## src/rtl/cache_ctrl_dm.sv

```systemverilog
// Direct-mapped, write-through, no-write-allocate cache controller, one word
// per line, driving a single-port RAM with a one-cycle registered read.
// Optional feature macro: CACHE_STATS_EN (hit/miss counters; tied to 0 when undefined).
module cache_ctrl_dm #(
  parameter int AWIDTH = 3,
  parameter int DWIDTH = 32,
  parameter int IDX_W  = 1
) (
  input  logic              clock,
  input  logic              reset_n,
  input  logic              cpu_req,
  input  logic              cpu_we,
  input  logic [AWIDTH-1:0] cpu_addr,
  input  logic [DWIDTH-1:0] cpu_wdata,
  input  logic              cpu_flush,
  output logic              cpu_ack,
  output logic [DWIDTH-1:0] cpu_rdata,
  output logic [AWIDTH-1:0] mem_addr,
  output logic [DWIDTH-1:0] mem_din,
  output logic              mem_we,
  input  logic [DWIDTH-1:0] mem_dout,
  output logic [15:0]       hit_count,
  output logic [15:0]       miss_count
);

  localparam int LINES = 1 << IDX_W;
  localparam int TAG_W = AWIDTH - IDX_W;

  typedef enum logic [1:0] {
    IDLE    = 2'd0,
    COMPARE = 2'd1,
    FILL    = 2'd2
  } state_t;

  state_t state, state_nxt;

  logic [LINES-1:0]  valid;
  logic [TAG_W-1:0]  tag_arr  [LINES];
  logic [DWIDTH-1:0] data_arr [LINES];

  logic [AWIDTH-1:0] cap_addr;
  logic [DWIDTH-1:0] cap_wdata;
  logic              cap_we;

  logic [IDX_W-1:0]  cap_idx;
  logic [TAG_W-1:0]  cap_tag;
  logic              hit;
  logic              take_req;
  logic              do_flush;

  assign cap_idx  = cap_addr[IDX_W-1:0];
  assign cap_tag  = cap_addr[AWIDTH-1:IDX_W];
  assign hit      = valid[cap_idx] && (tag_arr[cap_idx] == cap_tag);
  // Flush wins over a simultaneous request and is only honoured in IDLE.
  assign do_flush = (state == IDLE) && cpu_flush;
  assign take_req = (state == IDLE) && !cpu_flush && cpu_req;

  // The RAM always sees the captured request; only the write strobe depends on state.
  assign mem_addr = cap_addr;
  assign mem_din  = cap_wdata;

  // State register.
  always_ff @(posedge clock or negedge reset_n) begin
    if (!reset_n) state <= IDLE;
    else          state <= state_nxt;
  end

  // Next-state and write strobe: writes go through to RAM in COMPARE, hit or miss.
  always_comb begin
    state_nxt = state;
    mem_we    = 1'b0;
    case (state)
      IDLE: begin
        if (take_req) state_nxt = COMPARE;
      end
      COMPARE: begin
        mem_we = cap_we;
        if (cap_we || hit) state_nxt = IDLE;
        else               state_nxt = FILL;
      end
      FILL:    state_nxt = IDLE;
      default: state_nxt = IDLE;
    endcase
  end

  // Capture the request fields so the requester's later changes cannot disturb a transaction.
  always_ff @(posedge clock or negedge reset_n) begin
    if (!reset_n) begin
      cap_addr  <= '0;
      cap_wdata <= '0;
      cap_we    <= 1'b0;
    end else if (take_req) begin
      cap_addr  <= cpu_addr;
      cap_wdata <= cpu_wdata;
      cap_we    <= cpu_we;
    end
  end

  // Valid bits: cleared by reset or flush, set when a fill completes.
  always_ff @(posedge clock or negedge reset_n) begin
    if (!reset_n)              valid          <= '0;
    else if (do_flush)         valid          <= '0;
    else if (state == FILL)    valid[cap_idx] <= 1'b1;
  end

  // Tag/data arrays: write-hit updates data in place, fill loads tag and data.
  always_ff @(posedge clock) begin
    if (state == COMPARE && cap_we && hit) begin
      data_arr[cap_idx] <= cap_wdata;
    end else if (state == FILL) begin
      data_arr[cap_idx] <= mem_dout;
      tag_arr[cap_idx]  <= cap_tag;
    end
  end

  // Registered acknowledge and read data; rdata holds between acks.
  always_ff @(posedge clock or negedge reset_n) begin
    if (!reset_n) begin
      cpu_ack   <= 1'b0;
      cpu_rdata <= '0;
    end else begin
      cpu_ack <= 1'b0;
      if (state == COMPARE) begin
        if (cap_we) begin
          cpu_ack <= 1'b1;
        end else if (hit) begin
          cpu_ack   <= 1'b1;
          cpu_rdata <= data_arr[cap_idx];
        end
      end else if (state == FILL) begin
        cpu_ack   <= 1'b1;
        cpu_rdata <= mem_dout;
      end
    end
  end

`ifdef CACHE_STATS_EN
  function automatic logic [15:0] sat_inc(input logic [15:0] v);
    return (v == 16'hFFFF) ? v : v + 16'd1;
  endfunction

  // Saturating hit/miss counters, classified in COMPARE, cleared by reset or flush.
  always_ff @(posedge clock or negedge reset_n) begin
    if (!reset_n) begin
      hit_count  <= '0;
      miss_count <= '0;
    end else if (do_flush) begin
      hit_count  <= '0;
      miss_count <= '0;
    end else if (state == COMPARE) begin
      if (hit) hit_count  <= sat_inc(hit_count);
      else     miss_count <= sat_inc(miss_count);
    end
  end
`else
  assign hit_count  = '0;
  assign miss_count = '0;
`endif

endmodule

```

## config.mk

```make
export PLATFORM = sky130hd
export DESIGN_NAME = cache_ctrl_dm
export DESIGN_NICKNAME = d
export VERILOG_FILES = /design/src/rtl/cache_ctrl_dm.sv
export SDC_FILE = /design/constraint.sdc
export NUM_CORES = 1
export LEC_CHECK = 0
export CAP_MARGIN = 20
export CORE_ASPECT_RATIO = 2
export CORE_MARGIN = 8
export CORE_UTILIZATION = 49
export DETAILED_ROUTE_END_ITERATION = 8
export PLACE_DENSITY = 0.81
export SLEW_MARGIN = 0
export SYNTH_ARGS = -nofsm -noshare
export SYNTH_HDL_FRONTEND = slang
export SYNTH_SLANG_ARGS = --single-unit
```

## constraint.sdc

```tcl
create_clock -name clock -period 3.9 [get_ports clock]
set_clock_uncertainty 0.1 [all_clocks]
set_input_delay 0.78 -clock clock [delete_from_list [all_inputs] [get_ports clock]]
set_output_delay 0.78 -clock clock [all_outputs]
set_load 0.1 [all_outputs]
```

==> impl_metrics.py, run 1 <==
metrics = {
    "route": {
        "drc": 0,
        "wl_per_cell_um": 18.2,
        "wirelength_mm": 13.4,
        "dr_total_vias": 3663,
        "drt_iter0_markers": 187,
        "viasPerCell": 4.97,
        "top_layer": "met4",
        "firstDrtPassIters": 4,
        "wl_met1_mm": 5.55,
        "dr_wl_met3_mm": 1.14,
        "met2_length_mm": 6.56,
        "drtAntennaViolNets": 0,
    },
    "logic_synthesis": {
        "yosysMostFrequentCell": "mux2_2",
        "async_flop_share": 0.518,
        "synthTopCellsByArea": "edfxtp_1 (32%), dfrtp_1 (29%), mux2_2 (17%)",
        "yosysUniqueCellTypes": 25,
        "synth_seq_cells": 141,
        "synthCells": 425,
        "synth_edf_count": 68,
        "yosysSeqAreaShare": 0.607,
        "synth_area_um2": 6370,
        "yosys_warnings": 0,
        "yosys.area.top_type": "edfxtp_1",
        "synth_area_per_cell_um2": 15.0,
        "synth_top_area_frac": 0.321,
        "synth_common_cells": "mux2_2 (98), dfrtp_1 (73), edfxtp_1 (68)",
        "ys.flop_type": "dfrtp_1",
    },
    "worst_setup_path": {
        "critPathKind": "register to output pin",
        "crit_family": "buffers and inverters",
        "slowest_stage": "clkdlybuf4s50_1",
        "end_kind": "output pin",
        "worstReg2RegEnd": "data_arr[0][2]",
        "r2r-start": "mem_addr[0]",
        "cp.required_ns": 3.02,
        "worstSetupStartpointType": "register",
        "path_buf_inv": 1,
        "path_cells": "clkdlybuf4s50_1",
        "slowest_delay_ns": 1.19,
        "cp.arrival_ns": 2.05,
        "critPathMaxFanout": 6,
        "reg2reg_slack_ns": 1.14,
        "r2r_cells": 5,
    },
    "clock_network": {
        "clock_sinks": 141,
        "insertion_delay_ns": 0.41,
        "clk_pin_slew_ns": 0.06,
        "cts_root_buf": "clkbuf_16",
        "tritoncts": "yes",
        "post_cts_buffers": 0,
        "cts_buffers": 17,
        "h-tree-depth": 4,
        "clockBufferDepth": 2,
        "hold_buffers": 0,
        "cts_resized": 0,
    },
    "placed_design": {
        "place_congestion": 0.726,
        "place.port_buffers": 140,
        "place_area_um2": 7760,
        "hpwl_mm": 9.44,
        "dpl.cell_count": 705,
    },
    "job": {
        "max-cap-violations": 0,
    },
    "global_routing": {
        "grt_max_degree": 74,
        "grt_first_pass_wirelength_mm": 22.0,
        "grt_pass1_vias": 4152,
        "track_usage": 0.161,
        "antenna_found_initial": 0,
        "grt.overflow.total": 0,
    },
    "die": {
        "start_util": 0.496,
        "num_io_pins": 173,
        "fp.dieW_um": 96.6,
        "die_height_um": 177,
        "num_rows": 59,
        "core_area_um2": 12800,
        "dieArea_um2": 17100,
    },
    "sta": {
        "worst_pin_slew_ns": 1.04,
        "rsz0062_at_grt": "false",
        "fin_crit_ns": 2.93,
        "min_period_over_period": 0.752,
        "relSlewSlack": 0.302,
        "max_freq_mhz": 341,
        "setup_viol": 0,
        "drv_slew": 0,
        "hold_viol": 0,
    },
    "final_layout": {
        "final_layout_size_suffix_gt1_frac": 0.253,
        "fin_cells": 737,
        "nNetsFinal": 644,
        "diodes": 0,
        "area_growth_pct": 31.5,
        "nFillCells": 956,
        "finalInstanceArea_um2": 8370,
    },
    "min_path": {
        "hold_depth": 1,
        "min_to": "state[1]",
        "hold_path.class": "register to register",
        "hold_start": "cap_we",
    },
    "power_and_ir_drop": {
        "p_leak_nw": 3.70,
        "powerDensity_nw_per_um2": 847,
        "ir_drop_mv": 0.523,
    },
    "run_status": {
        "run_status": "finished, final reports clean",
    },
}
cell families after synthesis:
family,count (synthesis),share of synthesized area
flops,141,0.607
simple gates,21,0.0159
xor+xnor,3,0.00413
compound gates,9,0.00963
other cells,1,0.000589
mux,163,0.275
buf+inv,87,0.0868
registers in the layout, summed over array words and instances, names as in the netlist:
register   flops
valid          2
mem_addr       3
state          2
data_arr      64
cpu_rdata     32
cpu_ack        1
cap_we         1
mem_din       32
tag_arr        4
worst register-to-register path: stages (launching register included):
cell and delay (ns):
dfrtp_2 0.60, mux2i_1 0.26, xor2_1 0.29, a31oi_4 0.23, nor2_4 0.65, buf_4 0.32
cell type report:
type	instances	area, um^2	share of cell area
clock buffer	18	450	0.0538
clock inverter	14	163	0.0194
inverter	36	135	0.0161
multi-input combinational	228	2110	0.252
sequential	141	3870	0.462
tap	152	190	0.0227
timing repair buffer	148	1450	0.174
stage by stage:
stage / util / hold WS (ns) / total power [mW] / worst slack (ns) / setup TNS (ns)
6_report: 0.652 / 0.401 / 7.09 / 0.967 / 0
5_1_grt: 0.652 / 0.441 / 7.35 / 0.880 / 0
4_1_cts: 0.652 / 0.404 / 7.15 / 0.929 / 0
3_5_place_dp: 0.604 / 0.377 / 5.47 / 1.09 / 0
2_1_floorplan: - / 0.353 / 4.70 / -0.482 / -30.88
3_3_place_gp: 0.604 / 0.365 / 5.43 / 1.15 / 0
metal layers:
layer | GRT usage | vias up
met4 | 0.0594 | 0
li1 | - | 1724
met3 | 0.0680 | 17
met1 | 0.186 | 1787
met2 | 0.260 | 135
met5 | 0 | -
worst max path at each step:
stage / slack [ns] / endpoint / cells past startpoint / startpoint
after floorplan: -0.48 / data_arr[0][0] / 6 / state[1]
after global placement: 1.15 / mem_din[23] / 4 / cpu_flush
after detailed placement: 1.09 / mem_din[20] / 4 / cpu_flush
final: 0.97 / mem_addr[2] / 1 / mem_addr[2]
after global routing: 0.88 / mem_addr[2] / 1 / mem_addr[2]
after CTS: 0.93 / mem_addr[2] / 1 / mem_addr[2]
placed cells by master, fill, tap and decap left out, types with 3 or more instances in the layout:
master	Yosys	routed
nand2_1	7	7
clkinv_2	0	3
dfrtp_1	73	72
o21ai_0	4	4
mux2i_1	65	65
bufinv_16	0	3
inv_1	36	36
nor2_1	9	7
xor2_1	3	3
clkbuf_16	0	18
clkdlybuf4s50_1	0	137
buf_4	35	11
mux2_2	98	98
edfxtp_1	68	68
conb_1	1	32
power by group:
part	total [mW]	switching (mW)	internal [mW]	leakage [nW]
Sequential	2.09	0.181	1.91	1.49
Clock	1.67	0.623	1.04	0.300
Combinational	3.33	2.51	0.818	1.91
Note: power is estimated with default switching activity, not from simulation.
==> run 2: changes to the inputs <==
- clock period: 3.9 -> 2.7 ns (I/O delays scaled with it)
==> impl_metrics.py, run 2 (synthesis results as in run 1) <==
metrics = {
    "clock_network": {
        "h-tree-depth": 4,
        "cts_resized": 0,
        "cts_buffers": 17,
        "insertion_delay_ns": 0.41,
        "hold_buffers": 0,
        "tritoncts": "yes",
        "post_cts_buffers": 0,
        "cts_root_buf": "clkbuf_16",
        "clock_sinks": 141,
        "clockBufferDepth": 2,
        "clk_pin_slew_ns": 0.06,
    },
    "sta": {
        "drv_slew": 0,
        "max_freq_mhz": 449,
        "hold_viol": 0,
        "relSlewSlack": 0.459,
        "worst_pin_slew_ns": 0.811,
        "fin_crit_ns": 2.23,
        "rsz0062_at_grt": "false",
        "min_period_over_period": 0.826,
        "fin_ws_ns": 0.471,
        "setup_viol": 0,
        "setup_tns_ns": 0,
    },
    "route": {
        "wirelength_mm": 13.6,
        "top_layer": "met4",
        "viasPerCell": 5.01,
        "wl_met1_mm": 5.35,
        "drc": 0,
        "firstDrtPassIters": 6,
        "drtAntennaViolNets": 0,
        "drt_iter0_markers": 136,
        "dr_wl_met3_mm": 1.13,
        "met2_length_mm": 6.87,
        "dr_total_vias": 3725,
        "wl_per_cell_um": 18.3,
    },
    "die": {
        "num_rows": 59,
        "dieArea_um2": 17100,
        "die_height_um": 177,
        "fp.dieW_um": 96.6,
        "core_area_um2": 12800,
        "start_util": 0.496,
        "num_io_pins": 173,
    },
    "global_routing": {
        "antenna_found_initial": 0,
        "grt_max_degree": 62,
        "grt.overflow.total": 0,
        "grt_first_pass_wirelength_mm": 22.0,
        "track_usage": 0.162,
        "grt_pass1_vias": 4168,
    },
    "placed_design": {
        "pre_cts_ws_ns": 0.422,
        "dpl.cell_count": 711,
        "hpwl_mm": 9.65,
        "place.port_buffers": 140,
        "place_congestion": 0.746,
    },
    "power_and_ir_drop": {
        "p_leak_nw": 3.80,
        "ir_drop_mv": 0.955,
        "powerDensity_nw_per_um2": 1230,
    },
    "min_path": {
        "hold_path.class": "input port to async pin",
    },
    "worst_setup_path": {
        "cp.arrival_ns": 1.59,
        "worstReg2RegEnd": "cpu_rdata[19]",
        "reg2reg_slack_ns": 0.47,
        "critPathMaxFanout": 6,
        "r2r-start": "mem_addr[0]",
        "cp.required_ns": 2.06,
        "critPathKind": "register to output pin",
        "worstSetupStartpointType": "register",
        "r2r_cells": 6,
        "end_kind": "output pin",
    },
    "run_status": {
        "run_status": "finished, final reports clean",
    },
    "final_layout": {
        "largest_reg_flops": 64,
        "mostFrequentLayoutCell": "mux2_2",
        "diodes": 0,
        "largest_register": "data_arr",
        "nNetsFinal": 650,
        "nFillCells": 992,
        "fin_cells": 743,
        "final_layout_size_suffix_gt1_frac": 0.374,
        "area_growth_pct": 30.5,
        "layout_common_cells": "mux2_2 (98), buf_4 (81), dfrtp_1 (71), clkdlybuf4s50_1 (70), edfxtp_1 (68)",
    },
    "job": {
        "max-cap-violations": 0,
    },
}
run 2: worst max path at each step:
stage                            from        endpoint  cells past startpoint  slack [ns]
after floorplan           mem_addr[1]  data_arr[0][0]                      5        0.08
after global placement    mem_addr[0]   cpu_rdata[17]                      6        0.52
after detailed placement  mem_addr[0]   cpu_rdata[19]                      6        0.42
after CTS                 mem_addr[0]   cpu_rdata[19]                      6        0.43
after global routing      mem_addr[0]   cpu_rdata[28]                      6        0.32
final                        state[1]          mem_we                      3        0.47
run 2: report_power, final:
group,internal [mW],switching (mW),leakage [nW]
clock,1.59,0.857,0.297
combinational,1.07,3.67,2.01
sequential,2.76,0.264,1.49
total,5.42,4.79,3.80
run 2: per-layer routing:
| metal | track usage | vias to the layer above |
|---|---|---|
| met5 | 0 | - |
| met4 | 0.0587 | 0 |
| met3 | 0.0720 | 21 |
| met2 | 0.266 | 149 |
| met1 | 0.181 | 1819 |
| li1 | - | 1736 |
run 2: cell type report:
cell class | count | area, um^2 | area share
Inverter | 36 | 135 | 0.0163
Timing Repair Buffer | 154 | 1370 | 0.165
Clock inverter | 11 | 165 | 0.0199
Sequential cell | 141 | 3870 | 0.466
Clock buffer | 21 | 460 | 0.0554
Multi-Input combinational cell | 228 | 2120 | 0.255
Tap cell | 152 | 190 | 0.0229
run 2: per-stage QoR:
step	area, um^2	power, mW	hold slack [ns]	utilization
6_report	8310	10.2	0.124	0.647
4_1_cts	8310	10.3	0.147	0.647
5_1_grt	8310	10.6	0.190	0.647
2_1_floorplan	6510	6.79	0.144	-
3_5_place_dp	7680	7.84	0.391	0.598
3_3_place_gp	7680	7.77	0.374	0.598
run 2: critical path: stages (launching register included):
cell,delay [ns]
dfrtp_1,0.45
nand2b_1,0.26
nor2_4,0.16
buf_4,0.31
